### src/rtl/cla_nibble_sequencer.sv
// cla_nibble_sequencer
// Multi-cycle WIDTH-bit add/subtract unit. One 4-bit carry-lookahead slice
// is reused for every nibble, LSB first, one nibble per clock. The slice
// group carry is registered between nibbles.
//
// Ports:
//   clk, rst            clock, synchronous active-high reset
//   in_valid/in_ready   operand handshake (a, b, cin, sub captured on accept)
//   a, b                WIDTH-bit operands
//   cin                 carry-in for add, ignored for subtract
//   sub                 1: a - b (a + ~b + 1), 0: a + b + cin
//   out_valid/out_ready result handshake
//   sum                 WIDTH-bit result
//   cout                carry-out of the MSB nibble (for sub: 1 = no borrow)
//   overflow            signed overflow
//   zero                sum == 0
//   busy                high while computing or holding a result
module cla_nibble_sequencer #(
   parameter int WIDTH = 16
) (
   input  logic             clk,
   input  logic             rst,
   input  logic             in_valid,
   output logic             in_ready,
   input  logic [WIDTH-1:0] a,
   input  logic [WIDTH-1:0] b,
   input  logic             cin,
   input  logic             sub,
   output logic             out_valid,
   input  logic             out_ready,
   output logic [WIDTH-1:0] sum,
   output logic             cout,
   output logic             overflow,
   output logic             zero,
   output logic             busy
);

   localparam int NIBBLES = WIDTH / 4;
   localparam int IDX_W   = (NIBBLES > 1) ? $clog2(NIBBLES) : 1;

   typedef enum logic [1:0] {
      IDLE = 2'd0,
      RUN  = 2'd1,
      DONE = 2'd2
   } state_t;

   // 4-bit carry-lookahead slice: returns {group carry-out, sum nibble}.
   function automatic logic [4:0] cla_slice(input logic [3:0] x,
                                            input logic [3:0] y,
                                            input logic       c0);
      logic [3:0] p;
      logic [3:0] g;
      logic [3:0] c;
      logic       gg;
      logic       pg;
      p    = x ^ y;
      g    = x & y;
      c[0] = c0;
      c[1] = g[0] | (p[0] & c0);
      c[2] = g[1] | (p[1] & g[0]) | (p[1] & p[0] & c0);
      c[3] = g[2] | (p[2] & g[1]) | (p[2] & p[1] & g[0])
           | (p[2] & p[1] & p[0] & c0);
      gg   = g[3] | (p[3] & g[2]) | (p[3] & p[2] & g[1])
           | (p[3] & p[2] & p[1] & g[0]);
      pg   = &p;
      return {gg | (pg & c0), p ^ c};
   endfunction

   state_t             state_r, state_next_s;
   logic [WIDTH-1:0]   op_a_r, op_a_next_s;
   logic [WIDTH-1:0]   op_b_r, op_b_next_s;
   logic               carry_r, carry_next_s;
   logic [IDX_W-1:0]   idx_r, idx_next_s;
   logic [WIDTH-1:0]   sum_r, sum_next_s;
   logic               cout_r, cout_next_s;
   logic               overflow_r, overflow_next_s;
   logic               zero_r, zero_next_s;
   logic               out_valid_r, out_valid_next_s;
   logic               in_ready_r, in_ready_next_s;
   logic               busy_r, busy_next_s;

   logic [IDX_W+1:0]   base_s;
   logic [4:0]         slice_s;
   logic               last_s;

   assign base_s  = {idx_r, 2'b00};
   assign slice_s = cla_slice(op_a_r[base_s +: 4], op_b_r[base_s +: 4], carry_r);
   assign last_s  = (idx_r == IDX_W'(NIBBLES - 1));

   // State and datapath registers; reset discards any in-flight operation.
   always_ff @(posedge clk) begin
      if (rst) begin
         state_r     <= IDLE;
         op_a_r      <= {WIDTH{1'b0}};
         op_b_r      <= {WIDTH{1'b0}};
         carry_r     <= 1'b0;
         idx_r       <= {IDX_W{1'b0}};
         sum_r       <= {WIDTH{1'b0}};
         cout_r      <= 1'b0;
         overflow_r  <= 1'b0;
         zero_r      <= 1'b0;
         out_valid_r <= 1'b0;
         in_ready_r  <= 1'b1;
         busy_r      <= 1'b0;
      end else begin
         state_r     <= state_next_s;
         op_a_r      <= op_a_next_s;
         op_b_r      <= op_b_next_s;
         carry_r     <= carry_next_s;
         idx_r       <= idx_next_s;
         sum_r       <= sum_next_s;
         cout_r      <= cout_next_s;
         overflow_r  <= overflow_next_s;
         zero_r      <= zero_next_s;
         out_valid_r <= out_valid_next_s;
         in_ready_r  <= in_ready_next_s;
         busy_r      <= busy_next_s;
      end
   end

   // Next-state and next-output logic; handshake outputs are computed one
   // cycle ahead so that they leave the block straight from flops.
   always_comb begin
      state_next_s     = state_r;
      op_a_next_s      = op_a_r;
      op_b_next_s      = op_b_r;
      carry_next_s     = carry_r;
      idx_next_s       = idx_r;
      sum_next_s       = sum_r;
      cout_next_s      = cout_r;
      overflow_next_s  = overflow_r;
      zero_next_s      = zero_r;
      out_valid_next_s = out_valid_r;
      in_ready_next_s  = in_ready_r;
      busy_next_s      = busy_r;

      case (state_r)
         IDLE: begin
            if (in_valid) begin
               op_a_next_s      = a;
               op_b_next_s      = sub ? ~b : b;
               carry_next_s     = sub ? 1'b1 : cin;
               idx_next_s       = {IDX_W{1'b0}};
               sum_next_s       = {WIDTH{1'b0}};
               state_next_s     = RUN;
               in_ready_next_s  = 1'b0;
               busy_next_s      = 1'b1;
               out_valid_next_s = 1'b0;
            end else begin
               in_ready_next_s  = 1'b1;
               busy_next_s      = 1'b0;
               out_valid_next_s = 1'b0;
            end
         end
         RUN: begin
            sum_next_s[base_s +: 4] = slice_s[3:0];
            carry_next_s            = slice_s[4];
            if (last_s) begin
               // Flags are taken from the sum including this final nibble.
               idx_next_s       = {IDX_W{1'b0}};
               cout_next_s      = slice_s[4];
               overflow_next_s  = (op_a_r[WIDTH-1] == op_b_r[WIDTH-1])
                                & (sum_next_s[WIDTH-1] != op_a_r[WIDTH-1]);
               zero_next_s      = (sum_next_s == {WIDTH{1'b0}});
               out_valid_next_s = 1'b1;
               state_next_s     = DONE;
            end else begin
               idx_next_s       = idx_r + IDX_W'(1);
            end
         end
         DONE: begin
            // in_ready stays low here: no accept on the result handshake edge.
            if (out_ready) begin
               out_valid_next_s = 1'b0;
               in_ready_next_s  = 1'b1;
               busy_next_s      = 1'b0;
               state_next_s     = IDLE;
            end else begin
               out_valid_next_s = 1'b1;
            end
         end
         default: begin
            state_next_s     = IDLE;
            out_valid_next_s = 1'b0;
            in_ready_next_s  = 1'b1;
            busy_next_s      = 1'b0;
         end
      endcase
   end

   assign in_ready  = in_ready_r;
   assign out_valid = out_valid_r;
   assign sum       = sum_r;
   assign cout      = cout_r;
   assign overflow  = overflow_r;
   assign zero      = zero_r;
   assign busy      = busy_r;

endmodule

### config.mk
export PLATFORM = sky130hd
export DESIGN_NAME = cla_nibble_sequencer
export DESIGN_NICKNAME = d
export VERILOG_FILES = /design/src/rtl/cla_nibble_sequencer.sv
export SDC_FILE = /design/constraint.sdc
export NUM_CORES = 1
export LEC_CHECK = 0
export ABC_CLOCK_PERIOD_IN_PS = 3500
export CAP_MARGIN = 10
export CELL_PAD_IN_SITES_DETAIL_PLACEMENT = 0
export CELL_PAD_IN_SITES_GLOBAL_PLACEMENT = 1
export CORE_ASPECT_RATIO = 0.5
export CORE_MARGIN = 2
export CORE_UTILIZATION = 40
export CTS_BUF_LIST = sky130_fd_sc_hd__clkbuf_2 sky130_fd_sc_hd__clkbuf_4 sky130_fd_sc_hd__clkbuf_8
export DETAILED_ROUTE_END_ITERATION = 12
export HOLD_SLACK_MARGIN = 0.1
export PLACE_DENSITY_LB_ADDON = 0.1
export SYNTH_ARGS = -nofsm -noshare
export SYNTH_HDL_FRONTEND = slang
export SYNTH_SLANG_ARGS = --single-unit
### constraint.sdc
create_clock -name clk -period 3.5 [get_ports clk]
set_input_delay 0.525 -clock clk [delete_from_list [all_inputs] [get_ports clk]]
set_output_delay 0.525 -clock clk [all_outputs]
set_load 0.01 [all_outputs]
Word level (Yosys, flattened, before mapping)
Index checks and enable logic that the tools add are counted.

storage, ports and cells
  register bits after elaboration = 59
  input bits = 38
  output and inout bits = 22
  word-level logic and storage cells = 89

operators by class
  add/sub/neg operators = 2
  equality and inequality tests = 8
  shift-type cells = 4
  mux-type cells = 23
  bitwise gates (word level) = 31
  reductions and logical operators = 9

operators by type and width
  kind                                                   count
  2-to-1 mux 16 bit                                      2
  case mux 16 bit (2 select lines)                       1
  indexed part select 16 x 5 -> 4 bit                    2
  AND 1 bit                                              16
  bitwise mux 16 bit                                     1
  logical NOT 16 bit                                     1
  NOT 16 bit                                             1
  variable shift 4 x 6 -> 16 bit (first input constant)  1
  indexed part select 4 x 6 -> 16 bit                    1
  2-to-1 mux 2 bit                                       5
  bitwise OR 1 bit                                       10
  2-to-1 mux 1 bit                                       8
  AND reduction 2 bit                                    4
  XOR 4 bit                                              2
  != test 2 bit (second input constant)                  3
  negator 4 -> 6 bit                                     1
  case mux 1 bit (3 select lines)                        2
  case mux 2 bit (3 select lines)                        1
  AND 4 bit                                              1
  equality test 2 bit (second input constant)            2
  case mux 1 bit (2 select lines)                        2
  case mux 2 bit (2 select lines)                        1
  AND reduction 4 bit                                    1
  AND reduction 3 bit                                    1
  other kinds (7)                                        7

Longest topological paths before layout
Gate-level depths: netlist of run 1.

  depth after elaboration = 11
  gate-level depth with buffers = 9
  depth with buffers taken out = 7

Worst setup path after synthesis of run 1
OpenSTA, ideal clock, no wires.

  path kind = register to register
  start point = register idx_r[0]
  end point = register zero_r, in the netlist zero
  library setup time = 0.059 ns
  arrival time = 2.777 ns
  required time = 3.441 ns
  slack = 0.664 ns
  cell stages (with the launch flop) = 8
  path buffers = 1
  period minus slack after synthesis = 2.836 ns
  cell sequence = dfxtp_1 > buf_2 > mux4_2 > fa_1 > o2bb2ai_2 > or4_4 > a211oi_2 > a31o_1

on the way
  longest elaborated chain between the ends = 10
  elaborated cells on any way between the ends = 27
  classes of those cells = add/sub: 1; eq/ne: 1; shift: 4; mux: 1; bitwise: 18; reduce/logical: 2

ends and longest elaborated chain
  what                                           line    source
  start, declared                                73      logic [IDX_W-1:0] idx_r, idx_next_s;
  start signal, assigned                         97      idx_r <= {IDX_W{1'b0}};
  start signal, assigned                         110     idx_r <= idx_next_s;
  indexed part select 16 x 5 -> 4 bit            87      assign slice_s = cla_slice(op_a_r[base_s +: 4], op_b_r[base_s +: 4], carry_r);
  XOR 4 bit or AND 4 bit (tied branches)         56, 57
  AND 1 bit, on equally long branches            61, 62
  bitwise OR 1 bit (tied with other cells)       61      c[3] = g[2] | (p[2] & g[1]) | (p[2] & p[1] & g[0])
  bitwise OR 1 bit or AND 1 bit (tied branches)  61, 62
  bitwise OR 1 bit                               62      | (p[2] & p[1] & p[0] & c0);
  XOR 4 bit                                      66      return {gg | (pg & c0), p ^ c};
  indexed part select 4 x 6 -> 16 bit            156     sum_next_s[base_s +: 4] = slice_s[3:0];
  bitwise mux 16 bit                             156
  logical NOT 16 bit                             164     zero_next_s = (sum_next_s == {WIDTH{1'b0}});
  end signal, assigned                           114     zero_r <= zero_next_s;
  end, declared                                  77      logic zero_r, zero_next_s;

Parallel ways exist; a longest one is shown, timed or not.
A chain may end at the register's enable or synchronous reset.

Worst setup path in the final report of run 1
  start point = register idx_r[0]
  end point = register overflow_r, in the netlist overflow

on the way
  longest elaborated chain between the ends = 11
  elaborated cells on any way between the ends = 28
  classes of those cells = add/sub: 1; eq/ne: 2; shift: 4; mux: 1; bitwise: 19; reduce/logical: 1

ends and longest elaborated chain
  what                                           line    source
  indexed part select 16 x 5 -> 4 bit            87
  XOR 4 bit or AND 4 bit (tied branches)         56, 57
  AND 1 bit, on equally long branches            61, 62
  bitwise OR 1 bit (tied with other cells)       61
  bitwise OR 1 bit or AND 1 bit (tied branches)  61, 62
  bitwise OR 1 bit                               62
  XOR 4 bit                                      66
  indexed part select 4 x 6 -> 16 bit            156
  bitwise mux 16 bit                             156
  != test 1 bit                                  163     & (sum_next_s[WIDTH-1] != op_a_r[WIDTH-1]);
  AND 1 bit                                      163
  end signal, assigned                           113     overflow_r <= overflow_next_s;
  end, declared                                  76      logic overflow_r, overflow_next_s;

Parallel ways exist; a longest one is shown, timed or not.

==> results by group, run 1 <==
Global routing
  – Vias in the first global route: 2647
  – First-pass GRT wire length: 12800 um
  – Total track usage: 0.196
  – Initial antenna violation count: 0
  – Largest net degree at the start of global routing: 61
  – Global route overflow: 0

Power and ir drop
  – Tot Pwr: 0.00195 W
  – Max VDD drop: 0.192 mV
  – Leak: 1.43 nW
  – Total power divided by cell area: 491 nW/um2

CTS
  – Clock tree root buffer cell: clkbuf_8
  – Clock sinks: 59
  – Post-CTS setup repair buffer count: 0
  – Resized cells post-CTS: 0
  – Hold Buf Count CTS: 0
  – Reg clk slew, reported paths: 70 ps
  – Total CTS buffers: 9
  – Longest Clk Path Bufs: 2
  – H-tree Lvls: 3
  – Clk Latency, worst-skew pair: 360 ps
  – CTS tree: yes

STA
  – Final max-slew violation count: 0
  – Fin crit period: 2960 ps
  – Max Clock Freq: 337 MHz
  – Clock Skew: 6.38 ps
  – Slew Limit Headroom: 0.279
  – Crit share post-route: 0.847
  – Final setup fails: 0
  – Final Hold Viols: 0
  – Measured slew at the worst slew-check pin: 1080 ps
  – RSZ-0062 raised after global routing: no
  – Fin Setup TNS: 0 ps

Routing
  – Drt total wl: 7520 um
  – Initial DRC count: 174
  – Post-DRT Antenna Nets: 0
  – Post-DR vias/cell: 5.31
  – DR WL/cell: 15.0 um
  – 1st-pass router iterations: 4
  – Routed vias: 2670
  – Drt drc: 0

Yosys
  – Syn Nets: 405
  – Async SR Flop Fraction: 0
  – Main area contributors after synthesis: dfxtp_1, nor2_1, mux4_2
  – Yosys top cell area share: 0.378
  – Biggest area consumer among synthesized cells: dfxtp_1
  – Synth Area per Inst: 8.87 um2
  – FF+latch count, synth: 59
  – Number of synthesized flops with an enable pin: 0
  – Area of the mapped netlist: 3120 um2
  – Synth warn: 0
  – Main flop type after synthesis: dfxtp_1
  – Syn Inst Count: 352
  – Post-synth cell types: 56
  – Seq/Total Area, Yosys: 0.378

Critical path
  – Crit end category: register
  – Worst setup SP type: register
  – CP Cell Sequence: buf_4, mux4_2, ha_1, a21oi_1, or2b_2, a41oi_2, or3_1, a311oi_1
  – Worst EP arrival: 3220 ps
  – Peak fanout along the critical path: 11
  – Kind of critical path: reg2reg
  – Slowest-stage cell, CP: dfxtp_1
  – WP data required: 3760 ps
  – Buffer and inverter count on the worst path: 1
  – Top Family by Delay on Critical Path: compound AO/OA/AOI/OAI gates
  – Worst path max stage delay: 580 ps

Floorplan
  – DIE AREA: 8570 um2
  – Die Ht: 66.5 um
  – Core ar.: 7430 um2
  – Starting Density: 0.420
  – Top-Level Pins: 60
  – FP Rows: 22
  – Chip width: 129 um

Final layout
  – Share of cells above drive strength 1: 0.103
  – Commonest non-fill, non-tap cell in the layout: dfxtp_1
  – Nets: 455
  – Layout Cells excl Fill: 503
  – Fillers: 706
  – Antenna cell count: 0
  – Commonest non-fill, non-tap cells in the layout: dfxtp_1, clkdlybuf4s50_1, nor2_1, nand2_1, a21oi_1
  – Layout overhead on the synthesized area: 27.2%

Place
  – Port-buffer cells: 59
  – Placer Congestion: 0.829
  – Detailed Place HPWL: 5490 um
  – # placed instances: 487

Run
  – Max cap viols: 0

Worst hold path
  – Worst Hold Class: reg2reg

Outcome
  – Status: completed
-- routing by layer --
metal | global-route usage | part of all wire | routed length, um | vias up
met1 | 0.257 | 0.50 | 3790 | 1247
met4 | 0.0639 | 0.018 | 132 | 0
met2 | 0.304 | 0.43 | 3260 | 57
li1 | - | - | - | 1354
met3 | 0.0667 | 0.046 | 343 | 12
met5 | 0 | 0 | 0 | -
-- final timing paths --
| path | startpoint | to | slack (ps) | cells past startpoint |
|---|---|---|---|---|
| setup / recovery | idx_r[0] | overflow | 540 | 8 |
| hold / removal | op_a_r[12] | op_a_r[12] | 460 | 2 |
| setup reg to reg | idx_r[0] | overflow | 540 | 8 |
| hold reg to reg | op_a_r[12] | op_a_r[12] | 460 | 2 |
-- worst min-delay path, stage by stage (launching register included) --
cell and delay [ps]:
dfxtp_1 310, nand2_1 50, a21oi_1 50
-- layout make-up --
type / instances / area [um2] / area share
multi-input cells: 261 / 1800 / 0.453
clock buffers: 10 / 138 / 0.0347
inverters: 8 / 30.0 / 0.00756
well taps: 96 / 120 / 0.0303
clock inverters: 6 / 88.8 / 0.0224
repair buffers: 63 / 616 / 0.155
flip-flops and latches: 59 / 1180 / 0.298
-- through the flow --
stage	worst slack, ps	utilization	area [um2]	hold slack (ps)
6_report	537	0.534	3970	457
2_1_floorplan	664	-	3120	433
5_1_grt	316	0.534	3970	481
4_1_cts	525	0.534	3970	463
3_5_place_dp	528	0.504	3740	454
3_3_place_gp	630	0.504	3740	448
-- state kept, by name (all words and copies together) (netlist names) --
signal and flops:
idx_r 2, state_r 2, overflow 1, op_b_r 16
cout 1, op_a_r 16, zero 1, out_valid 1
carry_r 1, busy 1, in_ready 1, sum 16
-- power by group --
group | switching (W) | internal, W | leakage, nW
combinational | 0.000265 | 0.000210 | 0.841
sequential | 0.0000433 | 0.000724 | 0.483
clock | 0.000288 | 0.000419 | 0.108
-- Yosys cell counts (2+ instances only) --
cell type	count
dfxtp_1	59
nor2_1	54
nand2_1	36
a21oi_1	30
a211oi_1	18
xnor2_1	17
clkbuf_1	15
ha_1	14
a32oi_1	9
mux4_2	8
inv_1	7
o21ai_0	7
mux2i_1	5
nor2b_1	5
a211o_1	4
a22oi_1	4
buf_2	4
nand3_1	4
nor3_1	4
and2_1	3
o22ai_1	3
a21o_1	2
a31oi_1	2
a41oi_1	2
and2b_2	2
buf_1	2
buf_6	2
nor3b_1	2
-- logic make-up after synthesis --
logic type	synth area share
DFF	0.378
AOI/OAI and AO/OA	0.204
buffers and inverters	0.0461
xor gates and xnor gates	0.0505
adders and majority gates	0.0625
and+or+nand+nor	0.185
muxes	0.0737
Note: power is estimated with default switching activity, not from simulation.
==> run 2: changes to the inputs <==
Settings changed: ABC_CLOCK_PERIOD_IN_PS 3500 to 3000.
Clock period 3.5 ns to 3 ns, I/O delays scaled along.
==> results by group, run 2 (synthesis gave the netlist of run 1 again) <==
Critical path
  – Worst EP arrival: 3030 ps (was 3220 ps)
  – Top Family by Delay on Critical Path: adder cells (was compound AO/OA/AOI/OAI gates)
  – R2r worst-path depth: 6 (was 8)
  – Slowest-stage cell, CP: fa_1 (was dfxtp_1)
  – Kind of critical path: reg2reg (unchanged)
  – Buffer and inverter count on the worst path: 0 (was 1)
  – R2r startpoint: idx_r[0] (unchanged)
  – CP Cell Sequence: mux4_2, fa_1, o2bb2ai_2, or4_4, a211oi_2, a31o_1 (was buf_4, mux4_2, ha_1, a21oi_1, or2b_2, a41oi_2, or3_1, a311oi_1)
  – Worst path max stage delay: 620 ps (was 580 ps)
  – Reg-to-reg slack, setup: 260 ps (was 540 ps)
  – Crit end category: register (unchanged)
  – Worst setup SP type: register (unchanged)
  – Peak fanout along the critical path: 5 (was 11)
  – FF-to-FF End: zero (was overflow)
  – WP data required: 3290 ps (was 3760 ps)

STA
  – Crit share post-route: 0.914 (was 0.847)
  – Measured slew at the worst slew-check pin: 741 ps (was 1080 ps)
  – Clock Skew: 8.53 ps (was 6.38 ps)
  – Fin crit period: 2740 ps (was 2960 ps)
  – Fin Setup TNS: 0 ps (unchanged)
  – Final Hold Viols: 0 (unchanged)
  – RSZ-0062 raised after global routing: no (unchanged)
  – Slew Limit Headroom: 0.504 (was 0.279)
  – Final max-slew violation count: 0 (unchanged)
  – Final setup fails: 0 (unchanged)
  – Max Clock Freq: 365 MHz (was 337 MHz)

Floorplan
  – Top-Level Pins: 60 (unchanged)
  – Starting Density: 0.420 (unchanged)
  – FP Rows: 22 (unchanged)
  – Chip width: 129 um (unchanged)
  – Core ar.: 7430 um2 (unchanged)
  – Die Ht: 66.5 um (unchanged)
  – DIE AREA: 8570 um2 (unchanged)

Global routing
  – First-pass GRT wire length: 12500 um (was 12800 um)
  – Largest net degree at the start of global routing: 50 (was 61)
  – Total track usage: 0.192 (was 0.196)
  – Initial antenna violation count: 0 (unchanged)
  – Vias in the first global route: 2602 (was 2647)
  – Global route overflow: 0 (unchanged)

Place
  – Placer Congestion: 0.846 (was 0.829)
  – Detailed Place HPWL: 5460 um (was 5490 um)
  – Port-buffer cells: 59 (unchanged)
  – # placed instances: 493 (was 487)

Power and ir drop
  – Clock group share of total power: 0.325 (was 0.363)
  – Max VDD drop: 0.230 mV (was 0.192 mV)
  – Switching Power: 0.000684 W (was 0.000597 W)
  – Reg power frac: 0.410 (was 0.394)
  – Total power divided by cell area: 546 nW/um2 (was 491 nW/um2)
  – Switch share: 0.315 (was 0.306)
  – Int Power: 0.00149 W (was 0.00135 W)
  – Logic pwr share: 0.265 (was 0.244)
  – Leak: 1.45 nW (was 1.43 nW)

Worst hold path
  – Min-Delay Startpoint: op_a_r[12] (unchanged)
  – Hold Path End: op_a_r[12] (unchanged)
  – Worst Hold Class: reg2reg (unchanged)
  – Hold depth: 2 (unchanged)

Routing
  – Initial DRC count: 167 (was 174)
  – Post-DRT Antenna Nets: 0 (unchanged)
  – Routed vias: 2726 (was 2670)
  – Drt total wl: 7420 um (was 7520 um)
  – Drt drc: 0 (unchanged)
  – DR WL/cell: 14.6 um (was 15.0 um)
  – Post-DR vias/cell: 5.37 (was 5.31)
  – 1st-pass router iterations: 4 (unchanged)

Final layout
  – Antenna cell count: 0 (unchanged)
  – Share of cells above drive strength 1: 0.114 (was 0.103)
  – Layout Cells excl Fill: 508 (was 503)
  – Commonest non-fill, non-tap cells in the layout: dfxtp_1, clkdlybuf4s50_1, nor2_1, nand2_1, a21oi_1 (unchanged)
  – Layout overhead on the synthesized area: 27.3% (was 27.2%)
  – Nets: 461 (was 455)
  – Commonest non-fill, non-tap cell in the layout: dfxtp_1 (unchanged)

Outcome
  – Status: completed (unchanged)

CTS
  – Longest Clk Path Bufs: 2 (unchanged)
  – H-tree Lvls: 3 (unchanged)
  – Reg clk slew, reported paths: 70 ps (about the same)
  – Post-CTS setup repair buffer count: 0 (unchanged)
  – Hold Buf Count CTS: 0 (unchanged)
  – Total CTS buffers: 9 (unchanged)
  – Clk Latency, worst-skew pair: 350 ps (was 360 ps)
  – CTS tree: yes (unchanged)
  – Clock sinks: 59 (unchanged)
  – Clock tree root buffer cell: clkbuf_8 (unchanged)
  – Resized cells post-CTS: 0 (unchanged)

Run
  – Max cap viols: 0 (unchanged)
-- run 2: cell types whose count changed in the layout (fill, tap and decap cells not counted) --
cell       delta
bufinv_16     -1
buf_4         +6
clkbuf_4      +1
clkinv_2      +1
clkbuf_8      -1
clkinv_4      -1
-- run 2: final cells by class --
| type | count | area, um2 |
|---|---|---|
| Fill cell | 719 | 3460 |
| Multi-Input combinational cell | 261 | 1800 |
| Inverter | 8 | 30.0 |
| Clock inverter | 5 | 55.1 |
| Tap cell | 96 | 120 |
| Timing Repair Buffer | 69 | 661 |
| Sequential cell | 59 | 1180 |
| Clock buffer | 10 | 131 |
-- run 2: worst max-delay path by stage --
stage | start | to | slack, ps | depth (start not counted)
2_1_floorplan | idx_r[0] | zero | 160 | 7
3_3_place_gp | idx_r[0] | zero | 340 | 6
3_5_place_dp | idx_r[0] | zero | 290 | 6
4_1_cts | idx_r[0] | overflow | 240 | 8
5_1_grt | idx_r[0] | overflow | 9 | 8
6_report | idx_r[0] | zero | 260 | 6
-- run 2: metal layers --
| layer | wire (um) | GRT usage | part of all wire |
|---|---|---|---|
| met1 | 3590 | 0.252 | 0.48 |
| met2 | 3330 | 0.298 | 0.45 |
| met3 | 417 | 0.0554 | 0.056 |
| met4 | 85 | 0.0774 | 0.011 |
| met5 | 0 | 0 | 0 |
-- run 2: worst register-to-register path, delay by kind of cell (launching register included) --
family                   cells  cell delay [ps]
AND/OR/NAND/NOR              1              510
adder cells (fa/ha/maj)      1              620
AO/OA/AOI/OAI                3              560
multiplexers                 1              580
flip-flops                   1              420
-- run 2: per-stage QoR --
step                      cell area [um2]  total power (W)  utilization  worst slack, ps  hold slack (ps)
after floorplan                      3120          0.00129            -              164              433
after global placement               3790          0.00147        0.510              342              452
after detailed placement             3790          0.00148        0.510              290              451
after CTS                            3980          0.00218        0.535              242              460
after global routing                 3980          0.00229        0.535             9.13              474
final                                3980          0.00217        0.535              258              459
-- run 2: power groups by stage --
stage	registers [W]	logic (W)	clock network, W
detailed placement	0.000908	0.000569	0
CTS	0.000891	0.000574	0.000719
global placement	0.000909	0.000561	0
global route	0.000897	0.000640	0.000752
finish	0.000890	0.000576	0.000706
floorplan	0.000896	0.000393	0
==> run 3: changes to the inputs <==
Settings changed: TNS_END_PERCENT set to 1.
==> results of run 3 <==
Final layout, timing and power as in run 2 (identical DEF).
